--- src/rtl/busca_pkg.sv ---
// Shared types and constants for the instruction-fetch front end.
package busca_pkg;

    localparam int unsigned INSTR_W = 32;

    typedef enum logic [1:0] {
        ST_REQ  = 2'd0,
        ST_WAIT = 2'd1,
        ST_HOLD = 2'd2,
        ST_HALT = 2'd3
    } state_t;

    localparam logic [6:0] OP_IMM    = 7'b0010011;
    localparam logic [6:0] OP_LOAD   = 7'b0000011;
    localparam logic [6:0] OP_STORE  = 7'b0100011;
    localparam logic [6:0] OP_BRANCH = 7'b1100011;
    localparam logic [6:0] OP_JAL    = 7'b1101111;
    localparam logic [6:0] OP_JALR   = 7'b1100111;
    localparam logic [6:0] OP_LUI    = 7'b0110111;
    localparam logic [6:0] OP_AUIPC  = 7'b0010111;

    // addi x0, x0, 0
    localparam logic [INSTR_W-1:0] NOP = 32'h0000_0013;

endpackage

--- src/rtl/busca_instr_if.sv ---
// Instruction-memory request/ready bus between the fetch unit and memory.
interface busca_instr_if #(
    parameter int unsigned ADDR_W = 32
);
    logic              mem_req;
    logic [ADDR_W-1:0] mem_addr;
    logic              mem_ready;
    logic [31:0]       mem_rdata;

    modport master (output mem_req, output mem_addr, input mem_ready, input mem_rdata);
    modport slave  (input mem_req, input mem_addr, output mem_ready, output mem_rdata);
endinterface

--- src/rtl/gerador_imm.sv ---
// RV immediate generator: selects the I/S/B/U/J layout by opcode and sign-extends to XLEN.
module gerador_imm
    import busca_pkg::*;
#(
    parameter int unsigned XLEN = 64
) (
    input  logic [INSTR_W-1:0] instr,
    output logic [XLEN-1:0]    imm
);

    logic [31:0] imm32;

    always_comb begin
        imm32 = '0;
        case (instr[6:0])
            OP_IMM, OP_LOAD, OP_JALR: imm32 = {{20{instr[31]}}, instr[31:20]};
            OP_STORE:                 imm32 = {{20{instr[31]}}, instr[31:25], instr[11:7]};
            OP_BRANCH:                imm32 = {{19{instr[31]}}, instr[31], instr[7],
                                               instr[30:25], instr[11:8], 1'b0};
            OP_LUI, OP_AUIPC:         imm32 = {instr[31:12], 12'b0};
            OP_JAL:                   imm32 = {{11{instr[31]}}, instr[31], instr[19:12],
                                               instr[20], instr[30:21], 1'b0};
            default:                  imm32 = '0;
        endcase
    end

    assign imm = XLEN'($signed(imm32));

endmodule

--- src/rtl/busca_instr.sv ---
// Multicycle fetch front end: PC, memory handshake, instruction latch, field decode,
// valid/ready handoff to control, redirects and a retired-fetch counter.
module busca_instr
    import busca_pkg::*;
#(
    parameter int unsigned    XLEN     = 64,
    parameter int unsigned    ADDR_W   = 32,
    parameter logic [XLEN-1:0] RESET_PC = '0,
    parameter int unsigned    CNT_W    = 32
) (
    input  logic               Clk,
    input  logic               Reset,
    busca_instr_if.master      mem,
    output logic               instr_valid,
    input  logic               instr_ready,
    output logic [INSTR_W-1:0] instr,
    output logic [XLEN-1:0]    pc,
    output logic [6:0]         opcode,
    output logic [4:0]         rd,
    output logic [4:0]         rs1,
    output logic [4:0]         rs2,
    output logic [2:0]         funct3,
    output logic [XLEN-1:0]    imm,
    input  logic               redirect_valid,
    input  logic [XLEN-1:0]    redirect_pc,
    output logic               fault,
    output logic [CNT_W-1:0]   fetch_count
);

    state_t          state;
    logic            mem_req_q;
    logic            pend_valid;
    logic [XLEN-1:0] pend_pc;
    logic            misaligned_c;

    assign misaligned_c = |redirect_pc[1:0];

    assign mem.mem_req  = mem_req_q;
    assign mem.mem_addr = pc[ADDR_W-1:0];

    assign opcode = instr[6:0];
    assign rd     = instr[11:7];
    assign funct3 = instr[14:12];
    assign rs1    = instr[19:15];
    assign rs2    = instr[24:20];

    gerador_imm #(.XLEN(XLEN)) u_imm (
        .instr (instr),
        .imm   (imm)
    );

    // mem_req_q is low in the first REQ cycle after reset, so no word is captured
    // until a request has actually been presented.
    always_ff @(posedge Clk or negedge Reset) begin
        if (!Reset) begin
            state       <= ST_REQ;
            pc          <= RESET_PC;
            instr       <= NOP;
            instr_valid <= 1'b0;
            mem_req_q   <= 1'b0;
            fault       <= 1'b0;
            fetch_count <= '0;
            pend_valid  <= 1'b0;
            pend_pc     <= '0;
        end else begin
            case (state)
                ST_REQ: begin
                    mem_req_q <= 1'b1;
                    if (redirect_valid) begin
                        if (misaligned_c) begin
                            fault     <= 1'b1;
                            mem_req_q <= 1'b0;
                            state     <= ST_HALT;
                        end else begin
                            pc <= redirect_pc;
                        end
                    end else if (mem_req_q && mem.mem_ready) begin
                        instr       <= mem.mem_rdata;
                        instr_valid <= 1'b1;
                        mem_req_q   <= 1'b0;
                        state       <= ST_HOLD;
                    end else if (mem_req_q) begin
                        state <= ST_WAIT;
                    end
                end

                // Address is held until memory answers; a redirect only becomes pending.
                ST_WAIT: begin
                    if (redirect_valid && misaligned_c) begin
                        fault      <= 1'b1;
                        mem_req_q  <= 1'b0;
                        pend_valid <= 1'b0;
                        state      <= ST_HALT;
                    end else if (mem.mem_ready) begin
                        pend_valid <= 1'b0;
                        if (redirect_valid) begin
                            pc    <= redirect_pc;
                            state <= ST_REQ;
                        end else if (pend_valid) begin
                            pc    <= pend_pc;
                            state <= ST_REQ;
                        end else begin
                            instr       <= mem.mem_rdata;
                            instr_valid <= 1'b1;
                            mem_req_q   <= 1'b0;
                            state       <= ST_HOLD;
                        end
                    end else if (redirect_valid) begin
                        pend_valid <= 1'b1;
                        pend_pc    <= redirect_pc;
                    end
                end

                // Redirect wins over instr_ready: the held word is dropped uncounted.
                ST_HOLD: begin
                    if (redirect_valid) begin
                        instr_valid <= 1'b0;
                        if (misaligned_c) begin
                            fault <= 1'b1;
                            state <= ST_HALT;
                        end else begin
                            pc        <= redirect_pc;
                            mem_req_q <= 1'b1;
                            state     <= ST_REQ;
                        end
                    end else if (instr_ready) begin
                        pc          <= pc + XLEN'(4);
                        fetch_count <= fetch_count + CNT_W'(1);
                        instr_valid <= 1'b0;
                        mem_req_q   <= 1'b1;
                        state       <= ST_REQ;
                    end
                end

                default: begin
                    mem_req_q   <= 1'b0;
                    instr_valid <= 1'b0;
                    state       <= ST_HALT;
                end
            endcase
        end
    end

endmodule

--- src/flat_wrapper.sv ---
// flat-port wrapper written by rule: the top's interface ports become plain ports
module busca_instr_flat import busca_pkg::*;
#(
    parameter int unsigned    XLEN     = 64,
    parameter int unsigned    ADDR_W   = 32,
    parameter logic [XLEN-1:0] RESET_PC = '0,
    parameter int unsigned    CNT_W    = 32
)
  (Clk, Reset, instr_valid, instr_ready, instr, pc, opcode, rd, rs1, rs2, funct3, imm, redirect_valid, redirect_pc, fault, fetch_count, mem_mem_req, mem_mem_addr, mem_mem_ready, mem_mem_rdata);
  busca_instr_if #(.ADDR_W(ADDR_W)) mem_i ();
  input  logic Clk;
  input  logic Reset;
  output logic instr_valid;
  input  logic instr_ready;
  output logic [INSTR_W-1:0] instr;
  output logic [XLEN-1:0] pc;
  output logic [6:0] opcode;
  output logic [4:0] rd;
  output logic [4:0] rs1;
  output logic [4:0] rs2;
  output logic [2:0] funct3;
  output logic [XLEN-1:0] imm;
  input  logic redirect_valid;
  input  logic [XLEN-1:0] redirect_pc;
  output logic fault;
  output logic [CNT_W-1:0] fetch_count;
  output wire logic [$bits(mem_i.mem_req)-1:0] mem_mem_req;
  output wire logic [$bits(mem_i.mem_addr)-1:0] mem_mem_addr;
  input wire logic [$bits(mem_i.mem_ready)-1:0] mem_mem_ready;
  input wire logic [$bits(mem_i.mem_rdata)-1:0] mem_mem_rdata;
  assign mem_mem_req = mem_i.mem_req;
  assign mem_mem_addr = mem_i.mem_addr;
  assign mem_i.mem_ready = mem_mem_ready;
  assign mem_i.mem_rdata = mem_mem_rdata;
  busca_instr #(.XLEN(XLEN), .ADDR_W(ADDR_W), .RESET_PC(RESET_PC), .CNT_W(CNT_W)) u_core (.Clk(Clk), .Reset(Reset), .mem(mem_i), .instr_valid(instr_valid), .instr_ready(instr_ready), .instr(instr), .pc(pc), .opcode(opcode), .rd(rd), .rs1(rs1), .rs2(rs2), .funct3(funct3), .imm(imm), .redirect_valid(redirect_valid), .redirect_pc(redirect_pc), .fault(fault), .fetch_count(fetch_count));
endmodule
--- config.mk ---
export PLATFORM = sky130hd
export DESIGN_NAME = busca_instr_flat
export DESIGN_NICKNAME = d
export VERILOG_FILES = /design/src/rtl/busca_pkg.sv /design/src/rtl/busca_instr_if.sv /design/src/rtl/gerador_imm.sv /design/src/rtl/busca_instr.sv /design/src/flat_wrapper.sv
export SDC_FILE = /design/constraint.sdc
export NUM_CORES = 1
export LEC_CHECK = 0
export ABC_AREA = 1
export CORE_MARGIN = 3
export CORE_UTILIZATION = 40
export CTS_CLUSTER_SIZE = 12
export DETAILED_ROUTE_END_ITERATION = 12
export GPL_ROUTABILITY_DRIVEN = 1
export PLACE_DENSITY = 0.76
export SLEW_MARGIN = 20
export SYNTH_ARGS = -nofsm -noshare
export SYNTH_HDL_FRONTEND = slang
export SYNTH_SLANG_ARGS = --single-unit
--- constraint.sdc ---
create_clock -name Clk -period 4.3 [get_ports Clk]
set_input_delay 1.075 -clock Clk [delete_from_list [all_inputs] [get_ports Clk]]
set_output_delay 1.075 -clock Clk [all_outputs]
set_load 0.1 [all_outputs]
Word level (Yosys, flattened, before mapping)

Index checks and enable logic that the tools add are counted.

Register bits after elaboration: 198
Word-level logic and storage cells: 118
Input port bits: 101

Bitwise gates (word level): 3
Muxes and demuxes: 56
Reductions and logical operators: 20
Eq/ne operators: 28
Add/sub/neg operators: 2

Operators with widths:

| cell                  | count |
|---|---|
| $mux 64               | 8 |
| $mux 32               | 6 |
| $pmux 64 s3           | 1 |
| $pmux 32 s5           | 1 |
| $add 64x3->64 const B | 1 |
| $pmux 32 s2           | 1 |
| $add 32x1->32 const B | 1 |
| $mux 1                | 24 |
| $mux 2                | 11 |
| $eq 7x7->1 const B    | 3 |
| $eq 7x5->1 const B    | 2 |
| $eq 7x6->1 const B    | 2 |
| $reduce_and 7->1      | 2 |
| $ne 2x2->1 const B    | 6 |
| $ne 3x2->1 const B    | 4 |
| $reduce_and 4->1      | 3 |
| $ne 3x3->1 const B    | 3 |
| $ne 2x1->1 const B    | 4 |
| $eq 7x2->1 const B    | 1 |
| $pmux 1 s3            | 2 |
| $pmux 2 s3            | 1 |
| $reduce_and 6->1      | 1 |
| $reduce_bool 3->1     | 2 |
| $reduce_or 2->1       | 3 |
| other kinds (12)      | 16 |

Depth between registers and ports, before layout

Gate-level depths: netlist of run 1.

Word-level depth: 5
Depth in mapped cells: 14
Mapped depth without buffers: 14

By module

From an unflattened synthesis of run 1, not the netlist that was laid out.

Cell total of the unflattened synthesis: 2183
Area total of the unflattened synthesis: 14455.1 µm²

By module, submodules not included:

| module      | times used | cells an instance | area an instance (µm²) |
|---|---|---|---|
| busca_instr | 1          | 2023              | 13623.1 |
| gerador_imm | 1          | 160               | 832.0 |

Worst setup path after synthesis of run 1

OpenSTA, ideal clock, no wires.

Kind: reg-to-output
Start: reg u_core.instr[6]
End: out imm[32]
Buffers on the path: 1
Data required time: 3.225 ns
Arrival: 5.208 ns
Path slack: -1.983 ns
Cell stages (with the launch flop): 10
Cells stage by stage: dfrtp_1 > inv_1 > nor3_1 > inv_1 > nor4_2 > nor2_1 > nand2_1 > inv_1 > a21oi_1 > buf_4

Cells in the longest elaborated chain, start to end: 3

Ends and longest elaborated chain:

| element                                                   | line               | text |
|---|---|---|
| start, declared                                           | busca_instr.sv:16  | `output logic [INSTR_W-1:0] instr,` |
| start signal, assigned                                    | busca_instr.sv:78  | `instr <= mem.mem_rdata;` |
| start signal, assigned                                    | busca_instr.sv:103 | `instr <= mem.mem_rdata;` |
| $eq 7x5->1, or another cell as far along                  | gerador_imm.sv:15  | `case (instr[6:0])` |
| $reduce_or 3->1 / $reduce_or 2->1 (equally long branches) | gerador_imm.sv:15  |  |
| $pmux 32 s5 (*)                                           | gerador_imm.sv:15  |  |
| end, declared                                             | flat_wrapper.sv:22 | `output logic [XLEN-1:0] imm;` |

Mark *: on every way between the ends. The rest lies on a longest branch, timed or not.

Worst setup path after layout of run 1

Start: reg u_core.instr[5]
End: out imm[38]

Same word-level chain as after synthesis.

==> summary.md, run 1 <==
| Metric | Value |
|---|---|
| Final net count | 2170 |
| Top delay family on crit path | buffers and inverters |
| Highest clock rate | 248 MHz |
| Register area share after synthesis | 0.381 |
| Vias per inst | 5.31 |
| Critical Path Fanout Max | 33 |
| Pin count of the biggest net entering global routing | 91 |
| CTS tree | done |
| Drt pass-1 iters | 6 |
| Startpoint type of the worst setup path | flip-flop |
| Number of global-route vias before repair | 13.1k |
| Final Slew Violations | 0 |
| Initial Util | 0.410 |
| Area Growth Syn to Fin | 32.4% |
| Finished Layout Cells | 2512 |
| Setup_tns | 0 ns |
| Most frequent cells in the layout | nand2_1 (550), clkdlybuf4s50_1 (287), inv_1 (192), dfrtp_1 (192), nor2_1 (175) |
| Drc violations | 0 |
| Synth top area share | 0.374 |
| Core area | 31800 sq um |
| # H-tree levels | 4 |
| Ys Warns | 0 |
| Post-DP HPWL | 35000 um |
| Vias | 13.3k |
| Synth area leaders | dfrtp_1 (37%), nand2_1 (16%), inv_1 (5.5%) |
| Status | finished, final reports clean |
| Mapped Cells | 1827 |
| Register area | 4960 sq um |
| WS Path Type | flip-flop to output pin |
| Crit path time final | 4.03 ns |
| Mapped cell area | 13000 sq um |
| Antenna violations before repair | 2 |
| Overflow after GRT | 0 |
| WL/cell | 18.6 um |
| Setup Fix Bufs, Post-CTS | 0 |
| Req. time, crit path | 3.22 ns |
| Final wirelength | 46700 um |
| Clk_lat worst skew | 0.46 ns |
| CP max stage cell | dfrtp_2 |
| Die area | 34800 sq um |
| Worst-path clk slew | 0.08 ns |
| First-pass GRT wire length | 73500 um |
| Hold WC Path Type | flip-flop to flip-flop |
| Placed cells | 2479 |
| Port Buffers | 352 |
| Maximum buffer depth of the clock tree | 2 |
| Final GP Congestion | 0.956 |
| Max Cap Viol | 0 |
| GR Util All Layers | 0.263 |
| Clock buffer count from CTS | 17 |
| Die height | 186 um |
| Syn_area_per_cell | 7.13 sq um |
| Share of cells above drive strength 1 | 0.0891 |
| Crit end category | output pin |
| Number of routed nets with antenna violations | 0 |
| Most repeated library cell on the critical path | inv_1 |
| Top_reg_cell synth | dfrtp_1 |
| Period Utilization, post-route | 0.936 |
| Starting DRT DRC Count | 1260 |
| IO Pins | 353 |
| Number of synthesized flops with an enable pin | 0 |
| Die span in x | 186 um |
| Slew @ Worst Pin | 1.04 ns |
| Yosys top cell by area | dfrtp_1 |
| CP Data Arrival Time | 2.95 ns |
| Fill cells | 2979 |
| Area of the multi-input gates | 6370 sq um |
| Commonest non-fill, non-tap cell in the layout | nand2_1 |
| Asr flop ratio synth | 1.00 |
| Fin. Hold Viols | 0 |
| Final setup violation count | 0 |
| Yosys cell types | 56 |
| Clock root buffer | clkbuf_16 |
| # rows | 65 |
| Syn Nets | 1934 |
| Final core occ | 0.543 |
| # resized after CTS | 0 |
| Slowest cell delay on critical path | 0.43 ns |
| Clk_skew | 0.0154 ns |
| CTS Sinks | 198 |
| CP Cell Sequence | inv_1 > nor3_1 > inv_1 > nor4_2 > nor2_1 > nand2_1 > inv_1 > a21oi_4 > buf_12 > buf_12 |
| Relative slew slack | 0.302 |
| Seq cells post-synth | 198 |
| Critical path buffers and inverters | 5 |
| Hold_buf cts | 0 |
| RSZ-0062 raised after global routing | no |
==> stage by stage <==
stage	hold WS [ns]	instance area (sq um)	setup WS, ns
3_5_place_dp	0.463	16600	0.497
4_1_cts	0.483	17300	0.279
5_1_grt	0.510	17300	0.0869
3_3_place_gp	0.462	16600	0.572
2_1_floorplan	0.436	13000	-0.516
6_report	0.480	17300	0.273
==> per-layer routing <==
layer / GRT usage / up-vias / part of all wire
met5: 0 / - / 0.00043
met4: 0.0867 / 2 / 0.028
met3: 0.0635 / 84 / 0.082
met2: 0.432 / 602 / 0.47
met1: 0.343 / 6346 / 0.42
li1: - / 6315 / -
==> cells in the mapped netlist (all sizes together) (4+ instances only) <==
library cell,count
o211ai,9
a22oi,28
a221oi,11
xor2,36
buf,130
inv,198
xnor2,10
ha,6
nor4,9
mux2,27
nand4,32
nor2,189
nand3b,4
o22ai,17
a21oi,44
o21a,8
nor3,24
nand2,555
clkbuf,26
o221ai,12
dfrtp,195
nand3,79
clkinv,4
o21ai,142
a211oi,9
==> registers in the layout, indices dropped and copies added, names as in the netlist <==
name,flops
u_core.pend_pc,64
u_core.instr,32
u_core.mem.mem_req,1
u_core.pc,64
u_core.pend_valid,1
u_core.fault,1
u_core.state,2
u_core.fetch_count,32
u_core.instr_valid,1
==> worst paths after layout <==
kind,from,end,slack [ns],depth (start not counted)
hold reg to reg,u_core.fetch_count[31]$_DFFE_PN0P_,u_core.fetch_count[31]$_DFFE_PN0P_,0.48,1
setup / recovery,u_core.instr[5]$_DFFE_PN0P_,imm[38],0.27,10
hold / removal,u_core.fetch_count[31]$_DFFE_PN0P_,u_core.fetch_count[31]$_DFFE_PN0P_,0.48,1
min in group asynchronous,Reset,u_core.pc[11]$_DFFE_PN0P_,0.68,1
max in group asynchronous,Reset,u_core.instr[4]$_DFFE_PN1P_,2.75,2
setup reg to reg,u_core.state[0]$_DFFE_PN0P_,u_core.pc[30]$_DFFE_PN0P_,1.27,8
==> final cells by class <==
type / count / share of cell area
Inverter: 202 / 0.0442
Multi-Input combinational cell: 1271 / 0.369
Antenna cell: 1 / 0.000145
Clock inverter: 14 / 0.00964
Tap cell: 435 / 0.0315
Sequential cell: 198 / 0.288
Clock buffer: 18 / 0.0254
Timing Repair Buffer: 373 / 0.233
==> logic make-up after synthesis <==
| group | after synthesis | share of synthesized area |
|---|---|---|
| muxes | 27 | 0.0233 |
| adders and majority gates | 6 | 0.00576 |
| DFF | 198 | 0.381 |
| and+or+nand+nor | 896 | 0.290 |
| buffers and inverters | 358 | 0.133 |
| xor gates and xnor gates | 46 | 0.0309 |
| AOI/OAI and AO/OA | 296 | 0.137 |
Power of run 1 is left out: the tool's default activity adds up to more than one toggle a clock period on the data nets, which glitch-free logic cannot reach.
==> inputs of run 2 (changes only) <==
Settings changed: GPL_ROUTABILITY_DRIVEN 1 to unset, PLACE_DENSITY 0.76 to 0.79.
Clock period 4.3 ns to 3.5 ns, I/O delays scaled along.
==> run 2 against run 1 <==
Worst hold slack lost 0.084 ns. Critical endpoint is now imm[60]. Cell area grew 2.1%. Wire length decreased by 0.30%. Via count grew 1.1%. First-iteration DRC count decreased by 6.0%. Count of clock-buffer cells in the layout is the same.
==> summary.md, run 2 (synthesis results as in run 1) <==
| Metric | Value |
|---|---|
| Status | finished, final reports clean |
| Clk_lat worst skew | 0.45 ns (about the same) |
| Port Buffers | 352 (unchanged) |
| RSZ-0062 raised after global routing | yes |
| Worst r2r path cells | 13 (+5) |
| Final Slew Violations | 0 (unchanged) |
| Number of routed nets with antenna violations | 0 (unchanged) |
| Slowest cell delay on critical path | 0.65 ns (+0.22 ns) |
| Placed cells | 2492 (+0.52%) |
| Final setup violation count | 0 (unchanged) |
| # rows | 65 (unchanged) |
| Drt pass-1 iters | 5 (-1) |
| Top delay family on crit path | simple AND/OR/NAND/NOR gates |
| Clock buffer count from CTS | 17 (unchanged) |
| Final net count | 2198 (+1.3%) |
| Startpoint type of the worst setup path | flip-flop |
| CTS Sinks | 198 (unchanged) |
| Starting DRT DRC Count | 1185 (-6.0%) |
| GR Util All Layers | 0.259 (-0.00426) |
| Area of the multi-input gates | 6490 sq um (+1.9%) |
| Drc violations | 0 (unchanged) |
| Largest regs | u_core.pc (64), u_core.pend_pc (64) |
| Period Utilization, post-route | 0.997 |
| Vias | 13.5k (+1.1%) |
| Commonest non-fill, non-tap cell in the layout | nand2_1 |
| CTS tree | done |
| CP Data Arrival Time | 2.61 ns (-0.34 ns) |
| Area Growth Syn to Fin | 35.3% |
| CP max stage cell | dfstp_4 |
| Finished Layout Cells | 2542 (+1.2%) |
| Worst R2R Start | u_core.pc[3]$_DFFE_PN0P_ |
| DP Area | 16700 sq um (+0.23%) |
| WS Path Type | flip-flop to output pin |
| Vias per inst | 5.31 (-0.12%) |
| Crit path time final | 3.49 ns |
| Die height | 186 um (unchanged) |
| Critical Path Fanout Max | 8 (-76%) |
| Worst setup path endpoint | imm[60] |
| Pin count of the biggest net entering global routing | 64 (-30%) |
| Worst-path clk slew | 0.08 ns (about the same) |
| WL/cell | 18.3 um (-1.5%) |
| Req. time, crit path | 2.62 ns (-0.60 ns) |
| Final core occ | 0.554 (+0.0116) |
| Maximum buffer depth of the clock tree | 2 (unchanged) |
| First-pass GRT wire length | 72500 um (-1.4%) |
| Overflow after GRT | 0 (unchanged) |
| Critical path buffers and inverters | 5 (unchanged) |
| Most frequent cells in the layout | nand2_1 (546), buf_4 (230), dfrtp_1 (191) |
| Initial Util | 0.410 (unchanged) |
| Highest clock rate | 287 MHz |
| Final wirelength | 46500 um (-0.30%) |
| Crit end category | output pin |
| RR Endpoint | u_core.pc[46]$_DFFE_PN0P_ |
| Hold_buf cts | 0 (unchanged) |
| Fill cells | 2866 (-3.8%) |
| Antenna violations before repair | 5 (+3) |
| Die area | 34800 sq um (unchanged) |
| Share of cells above drive strength 1 | 0.202 (+0.112) |
| Register area | 4980 sq um (+0.33%) |
| Final Instance Area | 17600 sq um (+2.1%) |
| Slew @ Worst Pin | 0.769 ns (-0.274 ns) |
| IO Pins | 353 (unchanged) |
| Post-DP HPWL | 35400 um (+1.3%) |
| Clk_skew | 0.0175 ns (+0.00212 ns) |
| Worst path depth | 11 (+1) |
| FF-to-FF setup slack | 0.84 ns (-0.43 ns) |
| Number of global-route vias before repair | 12.8k (-2.2%) |
| Max Cap Viol | 0 (unchanged) |
| Hold WC Path Type | input pin to asynchronous set/reset pin |
| Relative slew slack | 0.485 (+0.183) |
| Die span in x | 186 um (unchanged) |
| Clock root buffer | clkbuf_16 |
| CP Cell Sequence | nand2_8 > nor3_4 > nand4_1 > nand2_2 > inv_4 > nand2_4 > inv_8 > a21oi_4 > buf_4 > clkbuf_16 > buf_12 |
| # H-tree levels | 4 (unchanged) |
| Fin. Hold Viols | 0 (unchanged) |
| Final GP Congestion | 0.965 (+0.93%) |
| Worst setup startpoint | u_core.instr[1]$_DFFE_PN1P_ |
| Core area | 31800 sq um (unchanged) |
==> run 2: how the worst min path moves through the flow <==
| stage | cells past startpoint | end |
|---|---|---|
| 2_1_floorplan | 2 | u_core.pend_pc[0]$_DFFE_PN0P_ |
| 5_1_grt | 1 | u_core.fetch_count[11]$_DFFE_PN0P_ |
| 4_1_cts | 1 | u_core.fetch_count[12]$_DFFE_PN0P_ |
| 3_5_place_dp | 2 | u_core.pend_pc[20]$_DFFE_PN0P_ |
| 3_3_place_gp | 2 | u_core.pend_pc[0]$_DFFE_PN0P_ |
| 6_report | 1 | u_core.fetch_count[10]$_DFFE_PN0P_ |
==> run 2: final cells by class <==
type	instances	area share
diodes	3	0.000426
clock buffers	18	0.0243
clock inverters	14	0.00930
inverters	202	0.0439
multi-input cells	1271	0.368
flip-flops and latches	198	0.282
well taps	435	0.0309
repair buffers	401	0.241
==> run 2: stage by stage <==
stage	TNS, ns	hold WS (ns)	worst slack (ns)
2_1_floorplan	-19.53	0.436	-0.511
3_3_place_gp	0	0.449	0.362
3_5_place_dp	0	0.463	0.291
4_1_cts	-0.222	0.395	-0.0284
5_1_grt	-2.83	0.407	-0.103
6_report	0	0.396	0.0118
==> run 2: layer usage <==
metal,track usage,share of wire
met1,0.344,0.41
met2,0.415,0.47
met3,0.0648,0.087
met4,0.0878,0.033
met5,0,0.00056
==> run 2: repair_timing <==
action	4_1_cts	5_1_grt
pin swaps	4	5
cloned	2	2
resized for setup	9	21
buffers inserted	5	6
setup endpoints to repair	43	44
Power of run 2 is left out for the same reason.
